File: src/rtl/ssd_pkg.sv
// rtl/ssd_pkg.sv - arbiter states and cathode patterns for the shared seven-segment display
package ssd_pkg;

  typedef enum logic [1:0] {
    IDLE = 2'd0,
    OWN0 = 2'd1,
    OWN1 = 2'd2
  } state_t;

  localparam logic [6:0] SEG_BLANK = 7'b1111111;

  // Entry i holds the active-low pattern {Ca..Cg} for hex digit i (index 15 listed first)
  localparam logic [15:0][6:0] SEG_TABLE = {
    7'b0111000, 7'b0110000, 7'b1000010, 7'b0110001,
    7'b1100000, 7'b0001000, 7'b0001100, 7'b0000000,
    7'b0001111, 7'b0100000, 7'b0100100, 7'b1001100,
    7'b0000110, 7'b0010010, 7'b1001111, 7'b0000001
  };

endpackage

File: src/rtl/ssd_hex_decode.sv
// rtl/ssd_hex_decode.sv - hex nibble to active-low seven-segment cathodes
module ssd_hex_decode
  import ssd_pkg::*;
(
  input  logic [3:0] nibble,
  output logic [6:0] seg
);

  assign seg = SEG_TABLE[nibble];

endmodule

File: src/rtl/ssd_share_ctrl.sv
// rtl/ssd_share_ctrl.sv - two-requester frame-granular sharing of a 4-digit multiplexed display
// Optional macro SSD_DP_OWNER_EN lights the dot point on the digit matching the owner index.
module ssd_share_ctrl
  import ssd_pkg::*;
#(
  parameter int SCAN_DIV    = 262144,
  parameter int BLANK_CYC   = 4096,
  parameter int HOLD_FRAMES = 8
) (
  input  logic        ClkPort,
  input  logic        reset_n,
  input  logic        req0,
  input  logic [15:0] dig0,
  input  logic        req1,
  input  logic [15:0] dig1,
  output logic        gnt0,
  output logic        gnt1,
  output logic [3:0]  an,
  output logic [6:0]  seg,
  output logic        dp
);

  localparam int CW = (SCAN_DIV > 1) ? $clog2(SCAN_DIV) : 1;
  localparam int FW = $clog2(HOLD_FRAMES + 1);
  localparam logic [CW-1:0] SLOT_LAST = CW'(SCAN_DIV - 1);
  localparam logic [FW-1:0] HOLD      = FW'(HOLD_FRAMES);

  logic [CW-1:0] slot_cnt;
  logic [1:0]    idx;
  logic          slot_end;
  logic          frame_end;
  logic          in_blank;

  state_t        state;
  state_t        state_n;
  logic [FW-1:0] frames_owned;
  logic          rr_last;
  logic [15:0]   frame_reg;
  logic          new_grant;

  logic          lit;
  logic [3:0]    nibble;
  logic [6:0]    seg_dec;

  assign slot_end  = (slot_cnt == SLOT_LAST);
  assign frame_end = slot_end && (idx == 2'd3);
  assign in_blank  = (int'(slot_cnt) < BLANK_CYC);

  always_ff @(posedge ClkPort or negedge reset_n) begin
    if (!reset_n) begin
      slot_cnt <= '0;
      idx      <= '0;
    end else if (slot_end) begin
      slot_cnt <= '0;
      idx      <= idx + 2'd1;
    end else begin
      slot_cnt <= slot_cnt + CW'(1);
    end
  end

  always_comb begin
    state_n = state;
    case (state)
      IDLE: begin
        if (req0 && req1)  state_n = rr_last ? OWN0 : OWN1;
        else if (req0)     state_n = OWN0;
        else if (req1)     state_n = OWN1;
      end
      OWN0: begin
        if (!req0)                                state_n = req1 ? OWN1 : IDLE;
        else if (req1 && (frames_owned >= HOLD))  state_n = OWN1;
      end
      OWN1: begin
        if (!req1)                                state_n = req0 ? OWN0 : IDLE;
        else if (req0 && (frames_owned >= HOLD))  state_n = OWN0;
      end
      default: state_n = IDLE;
    endcase
  end

  assign new_grant = (state_n != IDLE) && (state_n != state);

  // Everything owner-related moves only on the edge that closes a frame
  always_ff @(posedge ClkPort or negedge reset_n) begin
    if (!reset_n) begin
      state        <= IDLE;
      frames_owned <= '0;
      rr_last      <= 1'b1;
      frame_reg    <= '0;
      gnt0         <= 1'b0;
      gnt1         <= 1'b0;
    end else if (frame_end) begin
      state <= state_n;
      gnt0  <= (state_n == OWN0);
      gnt1  <= (state_n == OWN1);
      if (state_n == IDLE) begin
        frames_owned <= '0;
      end else if (new_grant) begin
        frames_owned <= FW'(1);
        rr_last      <= (state_n == OWN1);
      end else if (frames_owned < HOLD) begin
        frames_owned <= frames_owned + FW'(1);
      end
      if (state_n == OWN0)      frame_reg <= dig0;
      else if (state_n == OWN1) frame_reg <= dig1;
    end
  end

  assign lit    = (state != IDLE) && !in_blank;
  assign nibble = frame_reg[{idx, 2'b00} +: 4];

  ssd_hex_decode u_hex_decode (
    .nibble (nibble),
    .seg    (seg_dec)
  );

  always_ff @(posedge ClkPort or negedge reset_n) begin
    if (!reset_n) begin
      an  <= 4'b1111;
      seg <= SEG_BLANK;
    end else begin
      an  <= lit ? ~(4'b0001 << idx) : 4'b1111;
      seg <= lit ? seg_dec : SEG_BLANK;
    end
  end

`ifdef SSD_DP_OWNER_EN
  logic dp_on;
  assign dp_on = lit && (((state == OWN0) && (idx == 2'd0)) ||
                         ((state == OWN1) && (idx == 2'd1)));

  always_ff @(posedge ClkPort or negedge reset_n) begin
    if (!reset_n) dp <= 1'b1;
    else          dp <= !dp_on;
  end
`else
  assign dp = 1'b1;
`endif

endmodule

File: config.mk
export PLATFORM = sky130hd
export DESIGN_NAME = ssd_share_ctrl
export DESIGN_NICKNAME = d
export VERILOG_FILES = /design/src/rtl/ssd_pkg.sv /design/src/rtl/ssd_hex_decode.sv /design/src/rtl/ssd_share_ctrl.sv
export SDC_FILE = /design/constraint.sdc
export NUM_CORES = 1
export LEC_CHECK = 0
export ABC_CLOCK_PERIOD_IN_PS = 7500
export BUFFER_PORTS_ARGS = -buffer_cell sky130_fd_sc_hd__buf_4
export CORE_MARGIN = 2
export CORE_UTILIZATION = 29
export DETAILED_ROUTE_END_ITERATION = 16
export PLACE_DENSITY_LB_ADDON = 0.15
export SETUP_SLACK_MARGIN = 0.1
export SLEW_MARGIN = 20
export SYNTH_ARGS = -nofsm -noshare
export SYNTH_HDL_FRONTEND = slang
export SYNTH_SLANG_ARGS = --single-unit
File: constraint.sdc
create_clock -name ClkPort -period 7.5 [get_ports ClkPort]
set_clock_uncertainty 0.2 [all_clocks]
set_input_delay 0.375 -clock ClkPort [delete_from_list [all_inputs] [get_ports ClkPort]]
set_output_delay 0.375 -clock ClkPort [all_outputs]
set_load 0.02 [all_outputs]
==> flow_summary.ini, run 1 <==
[finish]
syn_to_final_growth_pct = 18.9
fin_util_pct = 35.0
fill_cells = 1083
largest_reg_flops = 18
multi_input_area_um2 = 1450
mostFrequentLayoutCell = buf_4
drive_above_1_share_pct = 23.9
final_cell_mix = buf_4 (48), dfrtp_1 (44), nand2_1 (37)
nets = 381
num_antenna_cells = 0
seq_area_um2 = 1420

[place]
gp_congestion = 0.760
io_buffers = 48
dp_hpwl_mm = 4.18

[route]
drt_iter0_markers = 99
avgViaCountPerCell = 4.52
routed_wl_mm = 6.03
vias = 2105
ant_nets = 0
wl_per_cell_um = 12.9
drcViolationCount = 0
dr.pass1.iters = 4

[worst_setup_path]
crit_family = simple AND/OR/NAND/NOR gates
rr_worst_depth = 7
setup.worst_path.end_class = flip-flop
start_kind = flip-flop
critical_path_required_ns = 7.46
worst-endpoint-arrival_ns = 2.86
cp_max_fo = 32
r2r-end = frame_reg[9]$_DFFE_PN0P_
cpPeakStageDelay_ns = 0.68
crit_chain = mux2i_1 > o31ai_1 > a221o_1 > ha_1 > nand3_1 > nand2_1 > o21ai_0
reg2reg_setup_slack_ns = 4.60
crit_type = flip-flop to flip-flop
crit_cells = 7
r2r_start = frames_owned[3]$_DFFE_PN0P_
slowest_stage = nand3_1
cp_num_buf_inv = 0

[power]
p_leak_nw = 1.55
peakVddDrop_v = 0.0000748
p_per_area_nw_per_um2 = 146

[yosys]
synth.top_cell.area_share_pct = 36.7
synth-edff-count = 0
ys.warnings.count = 0
synth_top_family_by_area = simple AND/OR/NAND/NOR gates
synth.distinct_cells = 50
syn-num-nets = 342
synthAdderAreaFrac_pct = 6.68
synthXorXnorAreaFrac_pct = 4.97
synth_cells = 290
synth_area_leaders = dfrtp_1 (37%), dfstp_2 (11%), ha_1 (6.7%), mux2i_1 (6.0%), nand2_1 (4.6%)
synth_simple_gate_area_share_pct = 15.4
ys.flop_type = dfrtp_1
synth_seq_area_share_pct = 47.2
synth-compound-area-share_pct = 10.8
muxShareOfSynthArea_pct = 10.5
yosys.area.top_type = dfrtp_1
syn_area_per_cell_um2 = 10.3
synth.cell_area_um2 = 3000
ys_ff_latch = 56
synth-async-reset-ratio_pct = 100

[clock_network]
cts_setup_buffers = 0
htreeDepth = 2
tritoncts = built
cts_root_buffer = clkbuf_8
cts_resized = 0
clk_latency_ns = 0.31
clkTransAtPathRegs_ns = 0.10
cts_made_buffers = 5
cts.sinks = 56
clk_path_buf_depth = 2
cts_hold_buffers = 1

[min_path]
hold_start = dig1[11]
hold_depth = 3
hold_end = frame_reg[11]$_DFFE_PN0P_
hp-class = input port to flip-flop

[floorplanning]
core-area_um2 = 10200
rows = 37
die_h_um = 106
start_util_pct = 29.4
die_w_um = 106
ios = 50
dieArea_um2 = 11200

[global_route]
antenna_found_initial = 0
grt_max_degree = 57
first_global_vias = 2014
grt_pass1_wl_mm = 10.1
gr-total-overflow = 0
grt_usage_pct = 11.2

[sta]
rsz0062_at_grt = false
layout_min_cycle_time_ns = 2.90
finalCritPeriodShare_pct = 38.6
worstMarginPinSlew_ns = 1.04
slew_headroom_pct = 30.6
hold_viol_final = 0
finalSetupViolCount = 0
setup_tns_ns = 0
whs_ns = 0.143
drv_slew = 0
max_freq_mhz = 345

[run_status]
status = finished, final reports clean

[run]
drv_cap = 0
-- power breakdown --
group	leakage [nW]	switching (mW)	internal, mW
registers	0.705	0.00114	0.303
clock network	0.0534	0.100	0.0860
logic	0.790	0.0128	0.0157
-- Yosys cell counts, drive strengths merged (2+ instances only) --
library cell,instances
clkbuf,11
ha,16
and3,4
nor2b,2
o21ai,24
inv,14
o221ai,2
dfrtp,44
nand3,14
a21oi,3
mux4,4
o211ai,5
xor2,6
mux2i,18
xnor2,11
nor2,17
dfstp,12
nand2b,2
mux2,4
o22a,2
nand4,4
nor3,3
nor4,3
nand2,37
buf,6
o21a,2
a31oi,4
-- routing by layer --
metal | track usage, % | vias up | wire, um
li1 | - | 1079 | -
met1 | 15.8 | 987 | 2980
met2 | 17.6 | 33 | 2780
met3 | 1.73 | 6 | 171
met4 | 3.67 | 0 | 89
met5 | 0 | - | 0
-- layout make-up --
class / instances / share of cell area (%)
clock inverters: 1 / 0.140
repair buffers: 49 / 10.4
clock buffers: 7 / 2.74
inverters: 14 / 1.47
well taps: 136 / 4.77
flip-flops and latches: 56 / 39.7
multi-input cells: 203 / 40.8
-- cell families (layout without fill, tap and decap cells) --
family,after synthesis,count (layout)
XOR/XNOR,17,17
adder cells (fa/ha/maj),16,16
AND/OR/NAND/NOR,92,92
buffers and inverters,31,71
flip-flops,56,56
other,1,1
multiplexers,26,26
AO/OA/AOI/OAI,51,51
-- metrics by stage --
step / worst slack (ns) / instance area [um2] / cells / power [mW]
global route: 4.28 / 3560 / 466 / 0.544
finish: 4.60 / 3560 / 466 / 0.519
global placement: 4.60 / 3450 / 457 / 0.339
CTS: 4.54 / 3560 / 466 / 0.531
floorplan: 4.90 / 3000 / 290 / 0.317
detailed placement: 4.56 / 3450 / 457 / 0.339
-- worst min-delay path, stage by stage --
cell	delay (ns)
buf_4	0.07
mux2i_1	0.05
o21ai_0	0.12
-- how the worst max path moves through the flow --
stage                                startpoint                         to  slack (ns)
global placement    frames_owned[3]$_DFFE_PN0P_   frame_reg[0]$_DFFE_PN0P_        4.60
floorplan           frames_owned[3]$_DFFE_PN0P_  frame_reg[12]$_DFFE_PN0P_        4.90
global route               state[1]$_DFFE_PN0P_   frame_reg[2]$_DFFE_PN0P_        4.28
CTS                 frames_owned[3]$_DFFE_PN0P_   frame_reg[2]$_DFFE_PN0P_        4.54
detailed placement  frames_owned[3]$_DFFE_PN0P_   frame_reg[2]$_DFFE_PN0P_        4.56
finish              frames_owned[3]$_DFFE_PN0P_   frame_reg[9]$_DFFE_PN0P_        4.60
Power figures use the tool's default switching activity.
==> run 2, diff against run 1 <==
--- a/config.mk
+++ b/config.mk
@@ -5,7 +5,7 @@
 export SDC_FILE = /design/constraint.sdc
 export NUM_CORES = 1
 export LEC_CHECK = 0
-export ABC_CLOCK_PERIOD_IN_PS = 7500
+export ABC_CLOCK_PERIOD_IN_PS = 2500
 export BUFFER_PORTS_ARGS = -buffer_cell sky130_fd_sc_hd__buf_4
 export CORE_MARGIN = 2
 export CORE_UTILIZATION = 29
==> constraint.sdc (replaced) <==
create_clock -name ClkPort -period 2.5 [get_ports ClkPort]
set_clock_uncertainty 0.2 [all_clocks]
set_input_delay 0.125 -clock ClkPort [delete_from_list [all_inputs] [get_ports ClkPort]]
set_output_delay 0.125 -clock ClkPort [all_outputs]
set_load 0.02 [all_outputs]
==> run 2 against run 1 <==
Net effect: sequential share of layout area is 4.8 points lower; die area did not move; worst hold slack lost 0.021 ns; largest power group unchanged; flip-flop and latch count is the same; combinational power increased to 4.5 times the previous value.
==> flow_summary.ini, run 2 (synthesis results as in run 1) <==
[floorplanning]
die_w_um = 106
core-area_um2 = 10200
dieArea_um2 = 11200
die_h_um = 106
ios = 50
rows = 37
start_util_pct = 29.4

[power]
p_leak_nw = 1.78
peakVddDrop_v = 0.000189
p_per_area_nw_per_um2 = 388

[place]
dp_hpwl_mm = 4.21
gp_congestion = 0.753
io_buffers = 48

[clock_network]
clkTransAtPathRegs_ns = 0.10
cts.sinks = 56
clk_path_buf_depth = 2
clk_latency_ns = 0.31
htreeDepth = 2
tritoncts = built
cts_made_buffers = 5
cts_root_buffer = clkbuf_8

[sta]
worstMarginPinSlew_ns = 0.712
drv_slew = 0
whs_ns = 0.122
slew_headroom_pct = 52.5
finalCritPeriodShare_pct = 94.3
setup_tns_ns = 0
layout_min_cycle_time_ns = 2.36
rsz0062_at_grt = true
max_freq_mhz = 424
hold_viol_final = 0
finalSetupViolCount = 0

[finish]
mostFrequentLayoutCell = buf_4
num_antenna_cells = 0
final_cell_mix = buf_4 (64), dfrtp_1 (41), nand2_1 (37)
drive_above_1_share_pct = 27.4
nets = 431
largest_reg_flops = 18
syn_to_final_growth_pct = 35.6

[worst_setup_path]
setup.worst_path.end_class = flip-flop
start_kind = flip-flop
critical_path_required_ns = 2.56
slowest_stage = dfrtp_2
reg2reg_setup_slack_ns = 0.14
cpPeakStageDelay_ns = 0.46
crit_type = flip-flop to flip-flop
cp_max_fo = 7
worst-endpoint-arrival_ns = 2.41
crit_chain = mux2i_1 > o31ai_1 > a221o_1 > ha_2 > or2_2 > o22a_1 > nor4b_2 > a21o_1

[route]
dr.pass1.iters = 6
wl_per_cell_um = 12.6
ant_nets = 0
drt_iter0_markers = 82
routed_wl_mm = 6.51
drcViolationCount = 0
vias = 2320
avgViaCountPerCell = 4.50

[run_status]
status = finished, final reports clean

[min_path]
hp-class = input port to flip-flop

[global_route]
grt_usage_pct = 12.2
grt_pass1_wl_mm = 11.1
first_global_vias = 2357
gr-total-overflow = 0
antenna_found_initial = 0
grt_max_degree = 57

[run]
drv_cap = 0
[run 2: cell types whose count changed in the layout (fill, tap and decap cells not counted), moves of 2 or more]
cell and delta:
dlygate4sd3_1 +32, buf_12 +2, inv_4 +2, buf_4 +16, dfrtp_1 -3, dfrtp_2 +3
[run 2: worst paths after layout]
path	to	cells after the start	from
min in group asynchronous	slot_cnt[4]$_DFF_PN0_	2	reset_n
max	frames_owned[2]$_DFFE_PN0P_	8	state[0]$_DFFE_PN0P_
min	state[1]$_DFFE_PN0P_	4	req1
min reg2reg	slot_cnt[10]$_DFF_PN0_	1	slot_cnt[10]$_DFF_PN0_
max reg2reg	frames_owned[2]$_DFFE_PN0P_	8	state[0]$_DFFE_PN0P_
max in group asynchronous	frames_owned[3]$_DFFE_PN0P_	2	reset_n
[run 2: power breakdown]
| group | switching (mW) | internal, mW | leakage (nW) | total, mW |
|---|---|---|---|---|
| sequential | 0.00307 | 0.910 | 0.704 | 0.913 |
| clock | 0.310 | 0.227 | 0.0521 | 0.538 |
| combinational | 0.0467 | 0.0798 | 1.03 | 0.127 |
| total | 0.360 | 1.22 | 1.78 | 1.58 |
[run 2: area by class of cell]
| type | instances | area, um2 |
|---|---|---|
| Tap cell | 136 | 170 |
| Clock buffer | 6 | 82.6 |
| Timing Repair Buffer | 99 | 851 |
| Fill cell | 1044 | 6120 |
| Inverter | 14 | 52.6 |
| Multi-Input combinational cell | 203 | 1480 |
| Clock inverter | 2 | 12.5 |
| Sequential cell | 56 | 1420 |
[run 2: critical path: cells and delay by family (launching register included)]
family	cells	cell delay [ns]
muxes	1	0.14
adders and majority gates	1	0.22
DFF	1	0.46
AOI/OAI and AO/OA	4	0.77
and+or+nand+nor	2	0.51
[run 2: timing repair]
action | 4_1_cts | 5_1_grt
hold buffers | 33 | 0
endpoints found under the hold margin | 60 | 0
setup buffers | 2 | 4
pin swaps | 0 | 2
resized for setup | 3 | 3
endpoints found under the setup margin | 2 | 7
[run 2: metrics by stage]
| stage | power, mW | instances | setup WS, ns | instance area (um2) | utilization, % |
|---|---|---|---|---|---|
| 2_1_floorplan | 0.950 | 290 | 0.134 | 3010 | - |
| 3_3_place_gp | 1.02 | 469 | 0.0849 | 3570 | 35.0 |
| 3_5_place_dp | 1.02 | 469 | 0.0648 | 3570 | 35.0 |
| 4_1_cts | 1.59 | 512 | 0.117 | 4010 | 39.4 |
| 5_1_grt | 1.65 | 516 | 0.0347 | 4070 | 39.9 |
| 6_report | 1.58 | 516 | 0.142 | 4070 | 39.9 |
[run 2: routing by layer]
layer | wire, um | up-vias | track usage (%)
met5 | 0 | - | 0
met4 | 82 | 0 | 3.67
met3 | 161 | 6 | 1.92
met2 | 3160 | 34 | 20.6
met1 | 3110 | 1106 | 16.0
li1 | - | 1174 | -
